==> src/rtl/agc_pkg.sv <==
// Shared definitions for the AGC core, its serial sample transmitter and the TT wrapper.
package agc_pkg;

  localparam int AGC_SAMPLE_W = 8;

  typedef enum logic [1:0] {
    IDLE  = 2'd0,
    SHIFT = 2'd1,
    GAP   = 2'd2
  } tx_state_t;

endpackage

==> src/rtl/agc_tx_fifo.sv <==
// Small synchronous FIFO buffering AGC samples ahead of the serial transmitter.
module agc_tx_fifo
  import agc_pkg::*;
#(
  parameter int WIDTH = AGC_SAMPLE_W,
  parameter int DEPTH = 4
) (
  input  logic             clk,
  input  logic             rst_n,
  input  logic             push_i,
  input  logic [WIDTH-1:0] wdata_i,
  input  logic             pop_i,
  output logic [WIDTH-1:0] rdata_o,
  output logic             full_o,
  output logic             empty_o
);

  localparam int AW = $clog2(DEPTH);
  localparam logic [AW:0] FULL_CNT = (AW+1)'(DEPTH);

  logic [WIDTH-1:0] mem_q [DEPTH];
  logic [AW-1:0]    wr_ptr_q, wr_ptr_d, rd_ptr_q, rd_ptr_d;
  logic [AW:0]      count_q, count_d;
  logic             do_push_s, do_pop_s;

  // Flags are decoded from the registered count, so ready never depends on valid.
  assign full_o    = (count_q == FULL_CNT);
  assign empty_o   = (count_q == (AW+1)'(0));
  assign rdata_o   = mem_q[rd_ptr_q];
  assign do_push_s = push_i && !full_o;
  assign do_pop_s  = pop_i && !empty_o;

  // Pointer and occupancy next-state.
  always_comb begin
    wr_ptr_d = wr_ptr_q;
    rd_ptr_d = rd_ptr_q;
    count_d  = count_q;
    if (do_push_s) begin
      wr_ptr_d = wr_ptr_q + AW'(1);
    end else begin
      wr_ptr_d = wr_ptr_q;
    end
    if (do_pop_s) begin
      rd_ptr_d = rd_ptr_q + AW'(1);
    end else begin
      rd_ptr_d = rd_ptr_q;
    end
    case ({do_push_s, do_pop_s})
      2'b10:   count_d = count_q + (AW+1)'(1);
      2'b01:   count_d = count_q - (AW+1)'(1);
      default: count_d = count_q;
    endcase
  end

  // Pointer and count registers.
  always_ff @(posedge clk) begin
    if (!rst_n) begin
      wr_ptr_q <= '0;
      rd_ptr_q <= '0;
      count_q  <= '0;
    end else begin
      wr_ptr_q <= wr_ptr_d;
      rd_ptr_q <= rd_ptr_d;
      count_q  <= count_d;
    end
  end

  // Sample storage; contents are don't-care until written.
  always_ff @(posedge clk) begin
    if (rst_n && do_push_s) begin
      mem_q[wr_ptr_q] <= wdata_i;
    end
  end

endmodule

==> src/rtl/agc_sample_tx.sv <==
// SPI mode-0 transmitter for the AGC output stream: FIFO-buffered samples are shifted
// out MSB-first on sclk/sdo framed by cs_n, with a gap of one bit-time between frames.
module agc_sample_tx
  import agc_pkg::*;
#(
  parameter int WIDTH   = AGC_SAMPLE_W,
  parameter int DEPTH   = 4,
  parameter int CLK_DIV = 2
) (
  input  logic             clk,
  input  logic             rst_n,
  input  logic [WIDTH-1:0] sample_in,
  input  logic             sample_valid,
  output logic             sample_ready,
  output logic             sclk,
  output logic             sdo,
  output logic             cs_n,
  output logic             busy,
  output logic             overflow
);

  localparam int DW = $clog2(2*CLK_DIV) + 1;
  localparam int BW = $clog2(WIDTH + 1);
  localparam logic [DW-1:0] HALF_END = DW'(CLK_DIV - 1);
  localparam logic [DW-1:0] GAP_END  = DW'(2*CLK_DIV - 1);
  localparam logic [BW-1:0] LAST_BIT = BW'(WIDTH - 1);

  tx_state_t        state_q, state_d;
  logic [WIDTH-1:0] shreg_q, shreg_d;
  logic [DW-1:0]    div_q, div_d;
  logic [BW-1:0]    bit_q, bit_d;
  logic             sclk_q, sclk_d, sdo_q, sdo_d, cs_n_q, cs_n_d;
  logic             busy_q, busy_d, ovf_q, ovf_d;
  logic             push_s, pop_s, full_s, empty_s;
  logic [WIDTH-1:0] fifo_data_s;

  assign push_s       = sample_valid && !full_s;
  assign sample_ready = !full_s;
  assign sclk         = sclk_q;
  assign sdo          = sdo_q;
  assign cs_n         = cs_n_q;
  assign busy         = busy_q;
  assign overflow     = ovf_q;

  agc_tx_fifo #(.WIDTH(WIDTH), .DEPTH(DEPTH)) u_fifo (
    .clk     (clk),
    .rst_n   (rst_n),
    .push_i  (push_s),
    .wdata_i (sample_in),
    .pop_i   (pop_s),
    .rdata_o (fifo_data_s),
    .full_o  (full_s),
    .empty_o (empty_s)
  );

  // Frame sequencer: divider, bit counter, shift register and pin values.
  always_comb begin
    state_d = state_q;
    shreg_d = shreg_q;
    div_d   = div_q;
    bit_d   = bit_q;
    sclk_d  = sclk_q;
    sdo_d   = sdo_q;
    cs_n_d  = cs_n_q;
    pop_s   = 1'b0;
    case (state_q)
      IDLE: begin
        if (!empty_s) begin
          pop_s   = 1'b1;
          shreg_d = fifo_data_s;
          sdo_d   = fifo_data_s[WIDTH-1];
          cs_n_d  = 1'b0;
          sclk_d  = 1'b0;
          div_d   = '0;
          bit_d   = '0;
          state_d = SHIFT;
        end else begin
          cs_n_d  = 1'b1;
          sclk_d  = 1'b0;
          sdo_d   = 1'b0;
        end
      end
      SHIFT: begin
        if (div_q == HALF_END) begin
          div_d = '0;
          if (!sclk_q) begin
            sclk_d = 1'b1;
          end else if (bit_q == LAST_BIT) begin
            // Last falling edge closes the frame instead of shifting.
            sclk_d  = 1'b0;
            cs_n_d  = 1'b1;
            sdo_d   = 1'b0;
            state_d = GAP;
          end else begin
            sclk_d  = 1'b0;
            shreg_d = shreg_q << 1;
            sdo_d   = shreg_q[WIDTH-2];
            bit_d   = bit_q + BW'(1);
          end
        end else begin
          div_d = div_q + DW'(1);
        end
      end
      GAP: begin
        if (div_q == GAP_END) begin
          div_d   = '0;
          state_d = IDLE;
        end else begin
          div_d   = div_q + DW'(1);
        end
      end
      default: begin
        state_d = IDLE;
        cs_n_d  = 1'b1;
        sclk_d  = 1'b0;
        sdo_d   = 1'b0;
      end
    endcase
    busy_d = (state_d != IDLE) || !empty_s || push_s;
    ovf_d  = ovf_q || (sample_valid && full_s);
  end

  // State and output registers.
  always_ff @(posedge clk) begin
    if (!rst_n) begin
      state_q <= IDLE;
      shreg_q <= '0;
      div_q   <= '0;
      bit_q   <= '0;
      sclk_q  <= 1'b0;
      sdo_q   <= 1'b0;
      cs_n_q  <= 1'b1;
      busy_q  <= 1'b0;
      ovf_q   <= 1'b0;
    end else begin
      state_q <= state_d;
      shreg_q <= shreg_d;
      div_q   <= div_d;
      bit_q   <= bit_d;
      sclk_q  <= sclk_d;
      sdo_q   <= sdo_d;
      cs_n_q  <= cs_n_d;
      busy_q  <= busy_d;
      ovf_q   <= ovf_d;
    end
  end

endmodule

==> config.mk <==
export PLATFORM = sky130hd
export DESIGN_NAME = agc_sample_tx
export DESIGN_NICKNAME = d
export VERILOG_FILES = /design/src/rtl/agc_pkg.sv /design/src/rtl/agc_tx_fifo.sv /design/src/rtl/agc_sample_tx.sv
export SDC_FILE = /design/constraint.sdc
export NUM_CORES = 1
export LEC_CHECK = 0
export BUFFER_PORTS_ARGS = -buffer_cell sky130_fd_sc_hd__buf_4
export CAP_MARGIN = 10
export CORE_UTILIZATION = 54
export CTS_CLUSTER_SIZE = 16
export DETAILED_ROUTE_END_ITERATION = 8
export MAX_ROUTING_LAYER = met4
export PLACE_DENSITY_LB_ADDON = 0.08
export SLEW_MARGIN = 20
export SYNTH_ARGS = -nofsm -noshare
export SYNTH_HDL_FRONTEND = slang
export SYNTH_HIERARCHICAL = 1
export SYNTH_SLANG_ARGS = --single-unit
export TNS_END_PERCENT = 10
==> constraint.sdc <==
create_clock -name clk -period 2.2 [get_ports clk]
set_input_delay 0.33 -clock clk [delete_from_list [all_inputs] [get_ports clk]]
set_output_delay 0.33 -clock clk [all_outputs]
set_load 0.02 [all_outputs]
==> load_flow_metrics.sql <==
INSERT INTO impl_metrics (metric_group, metric, value, unit) VALUES
('status', 'outcome', 'finished, final reports clean', ''),
('sta', 'post-route-period-util', '93.61', '%'),
('finish', 'multi_input_comb_area', '1225', 'um^2'),
('cts', 'root_buffer', 'clkbuf_8', ''),
('cts', 'clock_transition_time_at_the_flip_flop_clock_pins_of_the_worst_setup_and_hold_paths', '0.07', 'ns'),
('worst_setup_path', 'setup_crit_start_kind', 'flip-flop', ''),
('cts', 'tritoncts', 'built', ''),
('worst_setup_path', 'path_class', 'reg2reg', ''),
('cts', 'clkLatencyLatePin', '0.34', 'ns'),
('run', 'maximum_capacitance_violations', '0', ''),
('finish', 'storage_cell_area', '1564', 'um^2'),
('synthesis', 'synth_top_area_share', '33.54', '%'),
('synthesis', 'async_flop_share', '0', '%'),
('power', 'p_leak', '1.244', 'nW'),
('finish', 'mostFrequentLayoutCell', 'edfxtp_1', ''),
('grt', 'grt_pass1_vias', '1681', ''),
('drt', 'dr.pass1.iters', '4', ''),
('sta', 'setup_repair_after_global_routing_missed_its_margin', 'false', ''),
('grt', 'initial_antenna_violation_count', '0', ''),
('drt', 'routed_wire_length_per_instance', '14.22', 'um'),
('drt', 'postRouteWirelength', '4862', 'um'),
('sta', 'final-hold-violation-count', '0', ''),
('cts', 'numCtsBuffers', '9', ''),
('worst_hold_path', 'timing.hold.worst_path_depth', '1', ''),
('sta', 'relSlewSlack', '61.31', '%'),
('cts', 'clockBufferDepth', '2', ''),
('finish', 'flow.area_growth_from_synthesis', '16.86', '%'),
('synthesis', 'synthesis.area', '2865', 'um^2'),
('floorplan', 'die_area', '5601', 'um^2'),
('sta', 'finalSetupViolCount', '0', ''),
('cts', 'hold_buffers', '0', ''),
('cts', 'cts_num_sinks', '62', ''),
('floorplan', 'std_cell_rows', '26', ''),
('worst_hold_path', 'holdCritPathClass', 'in2reg', ''),
('drt', 'detail_route.drc_violations', '0', ''),
('finish', 'nNetsFinal', '294', ''),
('synthesis', 'post_synth_main_area_contributors', 'edfxtp_1 (34%), dfxtp_1 (21%), ha_1 (6.6%), mux4_2 (6.3%), nand2_1 (3.0%)', ''),
('placed_design', 'place.gp.congestion', '0.7847', ''),
('synthesis', 'number_of_enable_type_register_cells_in_the_synthesized_netlist', '32', ''),
('sta', 'final_period_minus_worst_setup_slack', '2.059', 'ns'),
('sta', 'timing.setup.tns', '0', 'ns'),
('drt', 'routed_via_count', '1829', ''),
('finish', 'fill_cells', '424', ''),
('floorplan', 'fp.dieH', '74.84', 'um'),
('synthesis', 'syn-num-nets', '263', ''),
('worst_setup_path', 'critical_path.endpoint_type', 'flip-flop', ''),
('synthesis', 'netlist-cell-type-count', '46', ''),
('cts', 'postCtsSetupRepairBufs', '0', ''),
('cts', 'cts-htree-levels', '3', ''),
('synthesis', 'netlist_instances', '236', ''),
('drt', 'violation_count_after_the_first_detailed_route_iteration', '108', ''),
('grt', 'grt_use_total', '20.30', '%'),
('floorplan', 'core_area', '5107', 'um^2'),
('power', 'power.density', '1167', 'nW/um^2'),
('placed_design', 'detailedPlacementHpwl', '3409', 'um'),
('finish', 'drive_gt1_share', '27.21', '%'),
('worst_setup_path', 'cp_max_fo', '4', ''),
('sta', 'worst_hold_slack', '0.1831', 'ns'),
('synthesis', 'synth_largest_area_cell', 'edfxtp_1', ''),
('grt', 'first_pass_grt_wire_length', '7914', 'um'),
('placed_design', 'number_of_port_buffers', '16', ''),
('drt', 'viasPerCell', '5.348', ''),
('floorplan', 'pin_count', '17', ''),
('synthesis', 'mean_instance_size_in_the_synthesized_netlist', '12.14', 'um^2'),
('finish', 'antenna-diode-count', '0', ''),
('worst_setup_path', 'critical_path_arrival', '2.34', 'ns'),
('synthesis', 'synth_sequential_area_ratio', '54.50', '%'),
('sta', 'max_slew_violation_count', '0', ''),
('finish', 'final_cell_mix', 'edfxtp_1 (32), buf_4 (30), dfxtp_1 (28), nand2_1 (23), inv_1 (16)', ''),
('grt', 'pin_count_of_the_biggest_net_entering_global_routing', '38', ''),
('synthesis', 'synth.yosys.warnings', '6', ''),
('sta', 'fmax', '485.6', 'MHz'),
('floorplan', 'start_util', '56.10', '%'),
('drt', 'route.antenna.remaining_nets', '0', ''),
('sta', 'clock_skew', '0.01025', 'ns'),
('synthesis', 'postSynthRegisterBits', '62', ''),
('sta', 'max_slew.worst_pin.slew', '0.5752', 'ns'),
('synthesis', 'postSynth.topFlopCell', 'edfxtp_1', ''),
('worst_setup_path', 'ff2ff_path_depth', '10', ''),
('floorplan', 'chipWidth', '74.84', 'um'),
('worst_setup_path', 'required_time_worst_endpoint', '2.48', 'ns'),
('grt', 'gr-total-overflow', '0', ''),
('power', 'worst_ir_drop_vdd', '0.0006361', 'V');
-- critical path: stages, from the launching register on --
cell and delay [ns]:
dfxtp_1 0.36, nor3b_4 0.21, nor2b_1 0.07, nor2b_1 0.14, inv_1 0.09, ha_4 0.14, inv_1 0.05, fa_2 0.34
xor2_1 0.16, or3_1 0.31, a21boi_1 0.12
-- through the flow --
stage / area (um^2) / utilization, % / std cells / total power, mW / setup WS [ns]
2_1_floorplan: 2889 / - / 236 / 2.545 / 0.001940
3_3_place_gp: 3152 / 61.71 / 326 / 2.999 / 0.09711
3_5_place_dp: 3152 / 61.71 / 326 / 3.002 / 0.04380
4_1_cts: 3333 / 65.26 / 342 / 3.908 / 0.001678
5_1_grt: 3348 / 65.56 / 342 / 4.180 / 0.004879
6_report: 3348 / 65.56 / 342 / 3.908 / 0.1405
-- where the power goes --
group	internal (mW)	switching (mW)	total, mW	leakage [nW]
combinational	0.730	0.765	1.50	0.621
sequential	1.40	0.114	1.52	0.536
clock	0.419	0.476	0.895	0.0866
-- layout make-up --
cell class	instances	share of cell area (%)
inverter	18	2.018
clock buffer	9	3.700
clock inverter	7	1.644
tap	70	2.616
multi-input combinational	146	36.58
timing repair buffer	30	6.726
sequential	62	46.71
-- state kept, by name, indices dropped and copies added (netlist names), 2 cells and up, named ones only --
name / cells
div_q: 3
u_fifo/wr_ptr_q: 2
bit_q: 4
u_fifo/mem_q: 32
u_fifo/count_q: 3
shreg_q: 7
state_q: 2
u_fifo/rd_ptr_q: 2
-- cells in the mapped netlist (5+ instances only) --
master and n:
a21boi_0 6, a21oi_1 6, and3_1 5, dfxtp_1 30, edfxtp_1 32, ha_1 15
inv_1 18, mux2i_1 7, mux4_2 8, nand2_1 23, nor2_1 5, nor2b_1 9
o21ai_0 9, o221a_2 6
-- path summary, 6_finish.rpt --
| check | startpoint | to | slack [ns] |
|---|---|---|---|
| max | u_fifo/count_q[1]$_SDFFE_PN0P_ | u_fifo/count_q[2]$_SDFFE_PN0P_ | 0.14 |
| min | sample_in[3] | u_fifo/mem_q[3][3]$_DFFE_PP_ | 0.18 |
| max reg2reg | u_fifo/count_q[1]$_SDFFE_PN0P_ | u_fifo/count_q[2]$_SDFFE_PN0P_ | 0.14 |
| min reg2reg | sdo$_SDFFE_PN0P_ | sdo$_SDFFE_PN0P_ | 0.47 |
-- logic make-up after synthesis --
kind of cell	synth area share (%)
buffers and inverters	4.104
adder cells (fa/ha/maj)	7.249
multiplexers	8.734
AO/OA/AOI/OAI	12.01
flip-flops	54.50
XOR/XNOR	0.6115
AND/OR/NAND/NOR	12.79
-- what timing repair did --
item | in CTS | in global routing
pin swaps | 0 | 1
endpoints found under the setup margin | 1 | 3
resized for setup | 1 | 7
-- per-layer routing --
metal | track usage [%] | part of all wire, %
met1 | 26.12 | 48
met2 | 29.83 | 48
met3 | 5.221 | 2.6
met4 | 10.06 | 1.3
met5 | - | 0
Power figures use the tool's default switching activity.
